### src/rtl/uart_cmd_pkg.sv
// Shared types, ASCII constants and hex helpers for the UART command parser.
package uart_cmd_pkg;

  typedef enum logic [3:0] {
    S_IDLE    = 4'd0,
    S_ADDR_HI = 4'd1,
    S_ADDR_LO = 4'd2,
    S_DATA_HI = 4'd3,
    S_DATA_LO = 4'd4,
    S_WAIT_CR = 4'd5,
    S_SKIP    = 4'd6,
    S_EXEC    = 4'd7,
    S_RD_WAIT = 4'd8,
    S_RESP    = 4'd9
  } state_t;

  localparam logic [7:0] CR = 8'h0D;
  localparam logic [7:0] LF = 8'h0A;
  localparam logic [7:0] SP = 8'h20;

  function automatic logic is_hex(input logic [7:0] b);
    return ((b >= 8'h30) && (b <= 8'h39)) ||
           ((b >= 8'h41) && (b <= 8'h46)) ||
           ((b >= 8'h61) && (b <= 8'h66));
  endfunction

  // Letters A-F/a-f have bit 6 set and a low nibble of 1..6, so add 9.
  function automatic logic [3:0] hex2nib(input logic [7:0] b);
    return b[6] ? (b[3:0] + 4'd9) : b[3:0];
  endfunction

  // Uppercase ASCII hex digit for a nibble.
  function automatic logic [7:0] nib2hex(input logic [3:0] n);
    return (n < 4'd10) ? {4'h3, n} : (8'h37 + {4'h0, n});
  endfunction

endpackage

### src/rtl/uart_resp_buf.sv
// Four-byte response buffer: loaded in one cycle by the parser, then
// serialized into the TX FIFO one byte per accepted push.
module uart_resp_buf (
  input  logic            clk,
  input  logic            rst,
  input  logic            load,
  input  logic [3:0][7:0] load_bytes,
  input  logic [2:0]      load_cnt,
  input  logic            en,
  input  logic            tx_full,
  output logic            tx_push,
  output logic [7:0]      tx_data,
  output logic            done
);

  logic [3:0][7:0] bytes_q, bytes_d;
  logic [2:0]      cnt_q, cnt_d;
  logic [1:0]      idx_q, idx_d;

  assign tx_push = en & ~tx_full;
  assign tx_data = bytes_q[idx_q];
  assign done    = tx_push & ({1'b0, idx_q} == (cnt_q - 3'd1));

  // Next-state: a load restarts the byte index, each push advances it.
  always_comb begin
    bytes_d = bytes_q;
    cnt_d   = cnt_q;
    idx_d   = idx_q;
    if (load) begin
      bytes_d = load_bytes;
      cnt_d   = load_cnt;
      idx_d   = 2'd0;
    end else if (tx_push) begin
      idx_d = idx_q + 2'd1;
    end
  end

  // Buffer registers; reset drops any unsent bytes.
  always_ff @(posedge clk) begin
    if (rst) begin
      bytes_q <= '0;
      cnt_q   <= 3'd0;
      idx_q   <= 2'd0;
    end else begin
      bytes_q <= bytes_d;
      cnt_q   <= cnt_d;
      idx_q   <= idx_d;
    end
  end

endmodule

### src/rtl/uart_cmd_parser.sv
// ASCII hex register-access command parser between the UART RX and TX FIFOs.
// Accepts "W AA DD CR" and "R AA CR", drives an 8-bit register bus and
// answers with K/E or the read value as two uppercase hex digits.
module uart_cmd_parser
  import uart_cmd_pkg::*;
#(
  parameter logic [7:0] ACK_CHAR = 8'h4B,
  parameter logic [7:0] ERR_CHAR = 8'h45
) (
  input  logic       clk,
  input  logic       rst,
  input  logic [7:0] rx_data,
  input  logic       rx_empty,
  output logic       rx_pop,
  input  logic       tx_full,
  output logic       tx_push,
  output logic [7:0] tx_data,
  output logic [7:0] reg_addr,
  output logic [7:0] reg_wdata,
  output logic       reg_we,
  output logic       reg_re,
  input  logic [7:0] reg_rdata,
  output logic       busy
);

  state_t          state_q, state_d;
  logic            wr_q, wr_d;
  logic [3:0]      addr_hi_q, addr_hi_d;
  logic [3:0]      data_hi_q, data_hi_d;
  logic [7:0]      reg_addr_q, reg_addr_d;
  logic [7:0]      reg_wdata_q, reg_wdata_d;
  logic            err_ld;
  logic            ld;
  logic [3:0][7:0] ld_bytes;
  logic [2:0]      ld_cnt;
  logic            resp_done;
  logic            in_rx_state;
  logic            rx_hex;
  logic [3:0]      rx_nib;

  assign in_rx_state = (state_q == S_IDLE)    || (state_q == S_ADDR_HI) ||
                       (state_q == S_ADDR_LO) || (state_q == S_DATA_HI) ||
                       (state_q == S_DATA_LO) || (state_q == S_WAIT_CR) ||
                       (state_q == S_SKIP);
  // Strobes are masked during reset so a reset cycle never consumes or emits.
  assign rx_pop    = in_rx_state & ~rx_empty & ~rst;
  assign reg_we    = (state_q == S_EXEC) & wr_q & ~rst;
  assign reg_re    = (state_q == S_EXEC) & ~wr_q & ~rst;
  assign busy      = (state_q != S_IDLE);
  assign reg_addr  = reg_addr_q;
  assign reg_wdata = reg_wdata_q;
  assign rx_hex    = is_hex(rx_data);
  assign rx_nib    = hex2nib(rx_data);

  // Command FSM: one byte per pop; address/data words only change once
  // their low nibble arrives, so the bus never sees a half-updated value.
  always_comb begin
    state_d     = state_q;
    wr_d        = wr_q;
    addr_hi_d   = addr_hi_q;
    data_hi_d   = data_hi_q;
    reg_addr_d  = reg_addr_q;
    reg_wdata_d = reg_wdata_q;
    err_ld      = 1'b0;
    ld          = 1'b0;
    ld_bytes    = '0;
    ld_cnt      = 3'd0;
    case (state_q)
      S_IDLE: if (rx_pop) begin
        // OR-ing in 0x20 folds the command letter to lowercase.
        if ((rx_data | 8'h20) == 8'h77) begin
          wr_d    = 1'b1;
          state_d = S_ADDR_HI;
        end else if ((rx_data | 8'h20) == 8'h72) begin
          wr_d    = 1'b0;
          state_d = S_ADDR_HI;
        end else if (!((rx_data == CR) || (rx_data == LF) || (rx_data == SP))) begin
          state_d = S_SKIP;
        end
      end
      S_ADDR_HI: if (rx_pop) begin
        if (rx_hex) begin
          addr_hi_d = rx_nib;
          state_d   = S_ADDR_LO;
        end else if (rx_data == CR) err_ld = 1'b1;
        else state_d = S_SKIP;
      end
      S_ADDR_LO: if (rx_pop) begin
        if (rx_hex) begin
          reg_addr_d = {addr_hi_q, rx_nib};
          state_d    = wr_q ? S_DATA_HI : S_WAIT_CR;
        end else if (rx_data == CR) err_ld = 1'b1;
        else state_d = S_SKIP;
      end
      S_DATA_HI: if (rx_pop) begin
        if (rx_hex) begin
          data_hi_d = rx_nib;
          state_d   = S_DATA_LO;
        end else if (rx_data == CR) err_ld = 1'b1;
        else state_d = S_SKIP;
      end
      S_DATA_LO: if (rx_pop) begin
        if (rx_hex) begin
          reg_wdata_d = {data_hi_q, rx_nib};
          state_d     = S_WAIT_CR;
        end else if (rx_data == CR) err_ld = 1'b1;
        else state_d = S_SKIP;
      end
      S_WAIT_CR: if (rx_pop) begin
        state_d = (rx_data == CR) ? S_EXEC : S_SKIP;
      end
      S_SKIP: if (rx_pop && (rx_data == CR)) err_ld = 1'b1;
      S_EXEC: begin
        if (wr_q) begin
          ld       = 1'b1;
          ld_bytes = {8'h00, LF, CR, ACK_CHAR};
          ld_cnt   = 3'd3;
          state_d  = S_RESP;
        end else begin
          state_d = S_RD_WAIT;
        end
      end
      S_RD_WAIT: begin
        ld       = 1'b1;
        ld_bytes = {LF, CR, nib2hex(reg_rdata[3:0]), nib2hex(reg_rdata[7:4])};
        ld_cnt   = 3'd4;
        state_d  = S_RESP;
      end
      S_RESP: if (resp_done) state_d = S_IDLE;
      default: state_d = S_IDLE;
    endcase
    if (err_ld) begin
      ld       = 1'b1;
      ld_bytes = {8'h00, LF, CR, ERR_CHAR};
      ld_cnt   = 3'd3;
      state_d  = S_RESP;
    end
  end

  // Parser registers; reset abandons any partial command.
  always_ff @(posedge clk) begin
    if (rst) begin
      state_q     <= S_IDLE;
      wr_q        <= 1'b0;
      addr_hi_q   <= 4'h0;
      data_hi_q   <= 4'h0;
      reg_addr_q  <= 8'h00;
      reg_wdata_q <= 8'h00;
    end else begin
      state_q     <= state_d;
      wr_q        <= wr_d;
      addr_hi_q   <= addr_hi_d;
      data_hi_q   <= data_hi_d;
      reg_addr_q  <= reg_addr_d;
      reg_wdata_q <= reg_wdata_d;
    end
  end

  uart_resp_buf u_resp (
    .clk        (clk),
    .rst        (rst),
    .load       (ld),
    .load_bytes (ld_bytes),
    .load_cnt   (ld_cnt),
    .en         ((state_q == S_RESP) & ~rst),
    .tx_full    (tx_full),
    .tx_push    (tx_push),
    .tx_data    (tx_data),
    .done       (resp_done)
  );

endmodule

### config.mk
export PLATFORM = sky130hd
export DESIGN_NAME = uart_cmd_parser
export DESIGN_NICKNAME = d
export VERILOG_FILES = /design/src/rtl/uart_cmd_pkg.sv /design/src/rtl/uart_resp_buf.sv /design/src/rtl/uart_cmd_parser.sv
export SDC_FILE = /design/constraint.sdc
export NUM_CORES = 1
export LEC_CHECK = 0
export BUFFER_PORTS_ARGS = -buffer_cell sky130_fd_sc_hd__buf_2
export CORE_UTILIZATION = 51
export DETAILED_ROUTE_END_ITERATION = 12
export GPL_ROUTABILITY_DRIVEN = 1
export GPL_TIMING_DRIVEN = 0
export PLACE_DENSITY = 0.79
export SLEW_MARGIN = 20
export SYNTH_ARGS = -nofsm -noshare
export SYNTH_HDL_FRONTEND = slang
export SYNTH_SLANG_ARGS = --single-unit
### constraint.sdc
create_clock -name clk -period 1.85 [get_ports clk]
set_input_delay 0.37 -clock clk [delete_from_list [all_inputs] [get_ports clk]]
set_output_delay 0.37 -clock clk [all_outputs]
set_load 0.05 [all_outputs]
==> reports/qor.log, run 1 <==
[logic_synthesis] compound-cell area share of the yosys netlist 15.6%
[critical_path] critical path's slowest cell sky130_fd_sc_hd__or4bb_4
[grt] initial antenna violation count 0
[logic_synthesis] Synth Net Count 352
[logic_synthesis] post-synthesis sequential area ratio 34.3%
[place] pre-CTS setup slack -0.530 ns
[grt] leftover overflow at the end of global routing 0
[grt] largest net degree at the start of global routing 17
[drt] routed wire length per instance 16.0 um
[logic_synthesis] leading post-synthesis cells by cell area sky130_fd_sc_hd__dfxtp_1, sky130_fd_sc_hd__mux2i_1, sky130_fd_sc_hd__nor2_1
[pwr] power density of the placed cells 1170 mW/mm^2
[floorplan] Core Rows 26
[logic_synthesis] share of synthesized area spent on multiplexers 13.1%
[clocking] cts bufs inserted 5
[critical_path] critical path type reg2out
[place] hpwl dp 4.86 mm
[layout] antenna diode instance count 0
[layout] Syn-to-layout area delta 35.2%
[critical_path] R2R depth 7
[critical_path] endpoint of the worst-slack reg-to-reg timing path u_resp.bytes_q[8]
[sta] final number of setup-violating endpoints 27
[sta] summed negative setup slack over all endpoints -1.37 ns
[sta] hold slack final 0.351 ns
[logic_synthesis] share of flip-flops with an asynchronous set or reset after synthesis 0%
[clocking] Reg clk slew, reported paths 0.09 ns
[logic_synthesis] post-synthesis cell count 325
[sta] Final Skew 0.00614 ns
[critical_path] startpoint type of the worst setup path flop
[critical_path] CP Cell Sequence or4bb_4 -> nor3_4 -> buf_6
[logic_synthesis] fraction of synthesized cell area taken by the top area cell type 34.3%
[layout] share of cells above drive strength 1 35.6%
[clocking] sink count of the clock tree 48
[critical_path] biggest fanout along the worst timing path 8
[logic_synthesis] number of flip-flops and latches in the synthesized netlist 48
[min_path] min-delay worst type in2reg
[drt] number of iterations in the first detailed-routing pass 4
[grt] Global Route Usage Sum 27.0%
[logic_synthesis] post-synthesis xor/xnor area fraction 2.50%
[logic_synthesis] primary flip-flop cell chosen by synthesis mapping sky130_fd_sc_hd__dfxtp_1
[critical_path] largest incremental delay on the critical path 0.57 ns
[pwr] Leakage Power 1.49 nW
[floorplan] Core Footprint 0.00520 sq mm
[run] max-cap violation count 0
[critical_path] type of destination of the critical path output pin
[drt] antenna violation net count after detailed routing 0
[critical_path] R2R Path Start state_q[2]
[floorplan] Chip Height 76.1 um
[clocking] library cell used as clock root buffer sky130_fd_sc_hd__clkbuf_8
[drt] Avg Vias per Cell 5.75
[status] run status finished with violations
[sta] max frequency 493 MHz
[critical_path] worst setup slack for register-to-register paths -0.13 ns
[critical_path] Worst Path Arrival 1.66 ns
[sta] unrepaired setup endpoints after global routing yes
[clocking] H-tree levels 2
[sta] worst-case headroom to the max-slew limit 62.4%
[sta] final count of hold timing violations 0
[floorplan] effective utilization at floorplan 53.8%
[clocking] clock latency on the worst-skew pair 0.31 ns
[logic_synthesis] number of different library cells in the post-synthesis netlist 59
[logic_synthesis] Simple-Gate Fraction of Synth Area 26.5%
[logic_synthesis] leading area contributor after synthesis sky130_fd_sc_hd__dfxtp_1
[drt] WL final 7.62 mm
[floorplan] total die area 0.00579 sq mm
[status] failing checks negative setup slack
[floorplan] die width 76.1 um
[grt] number of global-route vias before repair 2663
[logic_synthesis] synthesized area divided by synthesized cell count 8.62 sq um
[logic_synthesis] number of synthesis warnings 0
[logic_synthesis] number of enable-type register cells in the synthesized netlist 0
[critical_path] Critical path destination tx_push
[critical_path] Worst EP required 1.48 ns
[drt] vias after detailed routing 2744
[grt] wire length of the first global-routing pass 12.5 mm
[logic_synthesis] dominant combinational cell family by area after synthesis simple AND/OR/NAND/NOR gates
[floorplan] boundary pin count 49
[place] I/O Buffers 46
[logic_synthesis] arithmetic-cell share of the synthesized area counting full adders, half adders and majority gates 3.13%
[sta] final worst-path cycle share 110%
[sta] slew of the pin with the lowest slew margin 0.562 ns
[clocking] TritonCTS clock tree yes
[layout] post-layout utilization of the core 72.7%
[drt] violation count after the first detailed-route iteration 227
[drt] post-route DRC violation count 0
[logic_synthesis] Synth Cell Area 0.00280 sq mm
[layout] post-layout net count 433
[clocking] largest buffer count on any clock path 2
[critical_path] beginning of the critical path state_q[0]
[pwr] Max VDD drop 605 uV
[place] global placement routability congestion 0.888
[sta] number of max-slew violations in the final report 0
[sta] Setup WS post-layout -0.180 ns
[pwr] sum of internal, switching and leakage power 4.45 mW
[sta] minimum clock period 2.03 ns
per-layer routing:
layer / track usage [%] / part of all wire [%] / vias up
met1: 34.0 / 42 / 1305
met2: 46.0 / 50 / 94
li1: - / - / 1330
met5: 0 / 0 / -
met4: 11.7 / 2.2 / 0
met3: 3.95 / 5.3 / 15
synth_stat cells (2+ instances only):
master and n:
sky130_fd_sc_hd__inv_1 9, sky130_fd_sc_hd__or4bb_1 2, sky130_fd_sc_hd__clkbuf_1 14, sky130_fd_sc_hd__nand3_1 14, sky130_fd_sc_hd__nand2b_1 3, sky130_fd_sc_hd__dfxtp_1 48
sky130_fd_sc_hd__and2_1 3, sky130_fd_sc_hd__a21oi_1 18, sky130_fd_sc_hd__nand2_1 30, sky130_fd_sc_hd__a311oi_1 5, sky130_fd_sc_hd__nor4_4 4, sky130_fd_sc_hd__mux4_2 2
sky130_fd_sc_hd__xor2_1 3, sky130_fd_sc_hd__o21a_1 3, sky130_fd_sc_hd__and4bb_2 2, sky130_fd_sc_hd__a31oi_1 5, sky130_fd_sc_hd__a211oi_1 5, sky130_fd_sc_hd__o22ai_1 3
sky130_fd_sc_hd__o21ai_0 10, sky130_fd_sc_hd__nand3b_1 2, sky130_fd_sc_hd__nor3_1 8, sky130_fd_sc_hd__ha_1 7, sky130_fd_sc_hd__o21bai_1 2, sky130_fd_sc_hd__nor3b_1 4
sky130_fd_sc_hd__a211o_1 2, sky130_fd_sc_hd__nand4_1 6, sky130_fd_sc_hd__xnor2_1 5, sky130_fd_sc_hd__nor2b_1 4, sky130_fd_sc_hd__mux2i_1 31, sky130_fd_sc_hd__buf_2 4
sky130_fd_sc_hd__nor2_1 39
metrics by stage:
stage,instances,cell area [sq um]
after floorplan,325,2870
after global placement,441,3190
after detailed placement,441,3190
after CTS,470,3670
after global routing,477,3790
final,477,3790
cell usage in the layout, fill, tap and decap left out, types with 7 or more instances in the layout:
cell,instances
sky130_fd_sc_hd__buf_8,7
sky130_fd_sc_hd__inv_1,8
sky130_fd_sc_hd__nand2_1,29
sky130_fd_sc_hd__a21oi_1,16
sky130_fd_sc_hd__mux2i_1,31
sky130_fd_sc_hd__dfxtp_1,43
sky130_fd_sc_hd__o21ai_0,10
sky130_fd_sc_hd__buf_4,27
sky130_fd_sc_hd__nand3_1,13
sky130_fd_sc_hd__buf_2,39
sky130_fd_sc_hd__nor2_1,37
sky130_fd_sc_hd__buf_6,10
cell type report:
cell class,count,area (sq um)
plain buffers,21,173
flip-flops and latches,48,975
clock buffers,5,68.8
multi-input cells,246,1860
inverters,9,33.8
fillers,394,1420
well taps,70,87.6
repair buffers,75,538
clock inverters,3,46.3
worst min path at each step:
| stage | start | to | depth (start not counted) |
|---|---|---|---|
| 2_1_floorplan | addr_hi_q[3] | addr_hi_q[3] | 2 |
| 3_3_place_gp | reg_wdata[3] | reg_wdata[3] | 2 |
| 3_5_place_dp | addr_hi_q[3] | addr_hi_q[3] | 2 |
| 4_1_cts | reg_rdata[7] | u_resp.bytes_q[3] | 3 |
| 5_1_grt | reg_rdata[7] | u_resp.bytes_q[3] | 3 |
| 6_report | reg_rdata[7] | u_resp.bytes_q[3] | 3 |
power by group:
part           internal [mW]  total (mW)  leakage, nW  switching [mW]
clock                  0.407       0.789       0.0548           0.381
combinational          0.956        2.34         1.04            1.38
sequential              1.20        1.32        0.391           0.123
total                   2.56        4.45         1.49            1.89
repair_timing:
action / CTS / global route
endpoints found under the setup margin: 52 / 45
hold buffers: 0 / 0
hold endpoints to repair: 0 / 0
gates resized for setup: 61 / 23
buffers inserted: 21 / 9
pin swaps: 10 / 14
cells by family after synthesis:
logic type                 after synthesis
and+or+nand+nor                        131
AOI/OAI and AO/OA                       65
DFF                                     48
muxes                                   34
buffers and inverters                   31
xor gates and xnor gates                 8
adders and majority gates                7
other                                    1
sequential cells by signal, indices dropped and copies added, names as in the netlist:
register	count
state_q	4
data_hi_q	4
addr_hi_q	4
u_resp.idx_q	2
wr_q	1
u_resp.bytes_q	16
u_resp.cnt_q	1
reg_addr	8
reg_wdata	8
worst max-delay path: cells and delay by family (launching register included):
kind,cells,cell delay (ns)
buffers and inverters,1,0.18
and+or+nand+nor,2,0.77
DFF,1,0.39
Power figures use the tool's default switching activity.
==> run 2: changes to the inputs <==
Settings changed: CAP_MARGIN from default to 20, CORE_UTILIZATION 51 to 52, CTS_BUF_LIST from default to sky130_fd_sc_hd__clkbuf_4 sky130_fd_sc_hd__clkbuf_8, PLACE_DENSITY 0.79 to 0.8.
==> reports/qor.log, run 2 (synthesis gave the netlist of run 1 again) <==
[pwr] power density of the placed cells 1200 mW/mm^2
[sta] final worst-path cycle share 110%
[sta] unrepaired setup endpoints after global routing yes
[sta] Setup WS post-layout -0.177 ns
[critical_path] critical path's slowest cell sky130_fd_sc_hd__dfxtp_2
[floorplan] die width 75.4 um
[clocking] H-tree levels 2
[sta] Final Skew 0.0216 ns
[drt] Avg Vias per Cell 5.80
[place] hpwl dp 4.83 mm
[layout] final non-filler cell area 0.00397 sq mm
[floorplan] Chip Height 75.4 um
[sta] summed negative setup slack over all endpoints -1.91 ns
[grt] largest net degree at the start of global routing 17
[place] global placement routability congestion 0.886
[layout] share of cells above drive strength 1 41.6%
[sta] minimum clock period 2.03 ns
[layout] post-layout net count 444
[critical_path] largest incremental delay on the critical path 0.35 ns
[drt] routed wire length per instance 16.8 um
[critical_path] startpoint type of the worst setup path flop
[critical_path] type of destination of the critical path output pin
[pwr] sum of internal, switching and leakage power 4.75 mW
[sta] final number of setup-violating endpoints 30
[place] Placement Cell Area 0.00319 sq mm
[critical_path] Worst Path Arrival 1.66 ns
[layout] most common cell after layout, fill and taps aside sky130_fd_sc_hd__dfxtp_1
[layout] Post-Layout Cell Count 488
[critical_path] biggest fanout along the worst timing path 5
[status] run status finished with violations
[drt] antenna violation net count after detailed routing 0
[grt] Global Route Usage Sum 26.7%
[layout] commonest cells after routing, fill and taps aside sky130_fd_sc_hd__dfxtp_1, sky130_fd_sc_hd__buf_4, sky130_fd_sc_hd__buf_2, sky130_fd_sc_hd__nor2_1, sky130_fd_sc_hd__mux2i_1
[pwr] Max VDD drop 592 uV
[critical_path] R2R Path Start state_q[3]
[drt] number of iterations in the first detailed-routing pass 4
[sta] max frequency 493 MHz
[critical_path] critical path type reg2out
[sta] hold slack final 0.357 ns
[sta] final count of hold timing violations 0
[grt] wire length of the first global-routing pass 11.5 mm
[drt] vias after detailed routing 2832
[layout] Syn-to-layout area delta 41.7%
[grt] number of global-route vias before repair 2495
[floorplan] Core Footprint 0.00514 sq mm
[pwr] Leakage Power 1.57 nW
[sta] slew of the pin with the lowest slew margin 0.590 ns
[clocking] Reg clk slew, reported paths 0.11 ns
[floorplan] Core Rows 26
[clocking] clock latency on the worst-skew pair 0.33 ns
[floorplan] boundary pin count 49
[floorplan] total die area 0.00568 sq mm
[clocking] cts bufs inserted 5
[clocking] library cell used as clock root buffer sky130_fd_sc_hd__clkbuf_8
[critical_path] buffering stage count on the worst path with inverters included 3
[clocking] sink count of the clock tree 48
[layout] max FFs per register 16
[run] max-cap violation count 0
[grt] initial antenna violation count 0
[critical_path] CP Cell Sequence buf_6 -> and2b_2 -> nand4_1 -> clkbuf_8 -> nor2_4 -> buf_8
[sta] number of max-slew violations in the final report 0
[critical_path] beginning of the critical path state_q[3]
[layout] count of fill cells added during filler insertion 350
[critical_path] Worst EP required 1.48 ns
[layout] antenna diode instance count 0
[sta] worst-case headroom to the max-slew limit 60.6%
[layout] register name with the most flops u_resp.bytes_q
[clocking] hold bufs inserted after CTS 0
[clocking] largest buffer count on any clock path 2
[min_path] min-delay worst type in2reg
[floorplan] effective utilization at floorplan 54.5%
[clocking] TritonCTS clock tree yes
[critical_path] worst setup slack for register-to-register paths -0.09 ns
[status] failing checks negative setup slack
[place] dpl cells 441
[grt] leftover overflow at the end of global routing 0
[drt] violation count after the first detailed-route iteration 283
[drt] WL final 8.20 mm
[place] I/O Buffers 46
[drt] post-route DRC violation count 0
[min_path] origin of the worst min-delay path reg_rdata[3]
[critical_path] Worst path top cell family by delay buffers and inverters
## run 2: layer usage
layer,up-vias,track usage (%),share of wire [%]
met3,28,4.50,5.6
met4,0,10.7,3.3
met5,-,0,0
li1,1354,-,-
met1,1340,33.3,42
met2,110,46.0,49
## run 2: what timing repair did
item                       in CTS  in global routing
buffers inserted               21                 20
hold endpoints to repair        0                  0
setup endpoints to repair      50                 45
gates resized for setup        61                 55
pin swaps                      13                 12
cloned                          1                  0
## run 2: through the flow
stage	util (%)	setup WS, ns
after floorplan	-	-0.159
after global placement	62.0	-0.468
after detailed placement	62.0	-0.493
after CTS	71.3	-0.187
after global routing	77.2	-0.195
final	77.2	-0.177
## run 2: worst paths after layout
check,to,depth (start not counted)
max,reg_we,6
min,u_resp.bytes_q[11],3
max reg2reg,reg_addr[7],7
min reg2reg,reg_wdata[3],2
## run 2: cell type report
class / count / area (sq um) / share of cell area [%]
multi-input combinational: 246 / 1920 / 48.5
tap: 70 / 87.6 / 2.21
clock inverter: 3 / 46.3 / 1.17
clock buffer: 5 / 68.8 / 1.73
timing repair buffer: 87 / 656 / 16.5
sequential: 48 / 975 / 24.6
inverter: 9 / 46.3 / 1.17
buffer: 20 / 165 / 4.16
## run 2: worst reg2reg max path, delay by kind of cell (launching register included)
family | cells | cell delay, ns
flops | 1 | 0.35
buf+inv | 2 | 0.32
simple gates | 4 | 0.94
mux | 1 | 0.18
## run 2: report_power, final
part           total [mW]  leakage (nW)  switching (mW)  internal (mW)
clock network       0.820        0.0548           0.412          0.408
registers            1.35         0.391           0.149           1.20
logic                2.58          1.12            1.46           1.13
total                4.75          1.57            2.02           2.73
==> run 3: changes to the inputs <==
--- a/config.mk
+++ b/config.mk
@@ -8,4 +8,5 @@
 export BUFFER_PORTS_ARGS = -buffer_cell sky130_fd_sc_hd__buf_2
 export CAP_MARGIN = 20
+export CORE_ASPECT_RATIO = 0.5
 export CORE_UTILIZATION = 52
 export CTS_BUF_LIST = sky130_fd_sc_hd__clkbuf_4 sky130_fd_sc_hd__clkbuf_8
@@ -13,4 +14,5 @@
 export GPL_ROUTABILITY_DRIVEN = 1
 export GPL_TIMING_DRIVEN = 0
+export MAX_ROUTING_LAYER = met4
 export PLACE_DENSITY = 0.8
 export SLEW_MARGIN = 20
==> constraint.sdc (replaced) <==
create_clock -name clk -period 1.85 [get_ports clk]
set_input_delay 0.185 -clock clk [delete_from_list [all_inputs] [get_ports clk]]
set_output_delay 0.185 -clock clk [all_outputs]
set_load 0.05 [all_outputs]
==> reports/qor.log, run 3 (synthesis gave the netlist of run 1 again) <==
[critical_path] type of destination of the critical path flop
[pwr] power density of the placed cells 1190 mW/mm^2
[clocking] H-tree levels 2
[layout] register name with the most flops u_resp.bytes_q
[place] global placement routability congestion 0.900
[grt] Global Route Usage Sum 27.5%
[pwr] fraction of power spent switching nets 43.7%
[critical_path] worst setup slack for register-to-register paths -0.08 ns
[critical_path] Worst EP required 2.04 ns
[layout] commonest cells after routing, fill and taps aside sky130_fd_sc_hd__buf_2, sky130_fd_sc_hd__dfxtp_1, sky130_fd_sc_hd__nor2_1, sky130_fd_sc_hd__mux2i_1, sky130_fd_sc_hd__nand2_1
[layout] most common cell after layout, fill and taps aside sky130_fd_sc_hd__buf_2
[status] run status finished with violations
[layout] post-layout utilization of the core 70.4%
[critical_path] biggest fanout along the worst timing path 10
[drt] vias after detailed routing 2779
[grt] number of global-route vias before repair 2436
[drt] violation count after the first detailed-route iteration 210
[sta] summed negative setup slack over all endpoints -0.184 ns
[pwr] Leakage Power 1.40 nW
[clocking] sink count of the clock tree 48
[layout] max FFs per register 16
[layout] antenna diode instance count 0
[clocking] clock latency on the worst-skew pair 0.31 ns
[sta] final worst-path cycle share 104%
[drt] antenna violation net count after detailed routing 0
[sta] Final Skew 0.00726 ns
[floorplan] die width 106 um
[place] I/O Buffers 46
[status] failing checks negative setup slack
[floorplan] boundary pin count 49
[clocking] Reg clk slew, reported paths 0.09 ns
[sta] unrepaired setup endpoints after global routing yes
[layout] post-layout net count 417
[pwr] Net Switching 1.84 mW
[floorplan] Core Footprint 0.00504 sq mm
[layout] share of cells above drive strength 1 32.5%
[floorplan] Core Rows 18
[drt] number of iterations in the first detailed-routing pass 5
[pwr] internal power summed over all cells 2.37 mW
[sta] Setup WS post-layout -0.0790 ns
[run] max-cap violation count 0
[place] hpwl dp 5.04 mm
[min_path] min-delay worst type in2reg
[sta] final number of setup-violating endpoints 6
[floorplan] effective utilization at floorplan 55.5%
[sta] worst-case headroom to the max-slew limit 57.6%
[grt] wire length of the first global-routing pass 11.7 mm
[pwr] fraction of power consumed by combinational cells 48.7%
[floorplan] Chip Height 53.9 um
[drt] Avg Vias per Cell 6.03
[sta] minimum clock period 1.93 ns
[clocking] TritonCTS clock tree yes
[drt] routed wire length per instance 16.7 um
[pwr] sequential cell fraction of total power 32.0%
[drt] post-route DRC violation count 0
[critical_path] startpoint type of the worst setup path flop
[critical_path] Worst Path Arrival 2.11 ns
[clocking] largest buffer count on any clock path 2
[sta] final count of hold timing violations 0
[sta] slew of the pin with the lowest slew margin 0.636 ns
[floorplan] total die area 0.00570 sq mm
[clocking] hold bufs inserted after CTS 0
[grt] largest net degree at the start of global routing 16
[clocking] cts bufs inserted 5
[drt] WL final 7.68 mm
[grt] initial antenna violation count 0
[critical_path] critical path type reg2reg
[clocking] library cell used as clock root buffer sky130_fd_sc_hd__clkbuf_8
[grt] leftover overflow at the end of global routing 0
[pwr] clock share of power 19.2%
[sta] max frequency 518 MHz
[layout] Syn-to-layout area delta 26.9%
[pwr] Max VDD drop 560 uV
[sta] number of max-slew violations in the final report 0
run 3: changes by cell type in the layout (fill, tap and decap cells not counted), sizes merged:
| cell | previous run | this run |
|---|---|---|
| clkbuf | 16 | 20 |
| buf | 96 | 66 |
| clkinvlp | 1 | 0 |
run 3: final timing paths:
| path | endpoint | cells after the start | from |
|---|---|---|---|
| max | u_resp.bytes_q[25] | 5 | state_q[2] |
| max reg2reg | u_resp.bytes_q[25] | 5 | state_q[2] |
| min | u_resp.bytes_q[11] | 3 | reg_rdata[3] |
| min reg2reg | reg_addr[3] | 2 | reg_addr[3] |
run 3: worst max-delay path: stages (launching register included):
cell                      delay (ns)
sky130_fd_sc_hd__dfxtp_4        0.40
sky130_fd_sc_hd__a211o_1        0.30
sky130_fd_sc_hd__or4_4          0.49
sky130_fd_sc_hd__o21a_2         0.29
sky130_fd_sc_hd__a21oi_1        0.24
sky130_fd_sc_hd__nor2_1         0.08
run 3: power by group through the flow:
stage / clock network, mW / registers, mW / logic (mW)
2_1_floorplan: 0 / 1.27 / 1.37
3_3_place_gp: 0 / 1.29 / 1.70
3_5_place_dp: 0 / 1.31 / 1.74
4_1_cts: 0.818 / 1.33 / 1.83
5_1_grt: 0.859 / 1.36 / 2.18
6_report: 0.810 / 1.35 / 2.05
run 3: per-stage QoR:
step / cell area, sq um / std cells / power, mW / setup WS, ns / hold WS (ns)
after detailed placement: 3150 / 441 / 3.05 / -0.389 / 0.448
final: 3550 / 461 / 4.21 / -0.0790 / 0.195
after global placement: 3150 / 441 / 2.99 / -0.340 / 0.444
after global routing: 3550 / 461 / 4.40 / -0.123 / 0.202
after floorplan: 2830 / 325 / 2.64 / -0.130 / 0.347
after CTS: 3450 / 459 / 3.98 / -0.0110 / 0.187
run 3: area by class of cell:
type / count / area (sq um)
repair buffers: 59 / 357
multi-input cells: 246 / 1840
clock inverters: 2 / 38.8
inverters: 9 / 33.8
well taps: 70 / 87.6
clock buffers: 6 / 82.6
fillers: 398 / 1490
plain buffers: 21 / 144
flip-flops and latches: 48 / 972
run 3: per-layer routing:
| metal | up-vias | global-route usage [%] | part of all wire (%) |
|---|---|---|---|
| met3 | 30 | 5.93 | 5.6 |
| met4 | 0 | 9.49 | 3.0 |
| met1 | 1334 | 32.9 | 44 |
| met2 | 119 | 47.5 | 47 |
| li1 | 1296 | - | - |
| met5 | - | - | 0 |
run 3: repair_timing:
action | in CTS | in global routing
cloned | 0 | 0
endpoints found under the setup margin | 56 | 44
setup buffers | 11 | 2
pin swaps | 5 | 8
gates resized for setup | 35 | 29
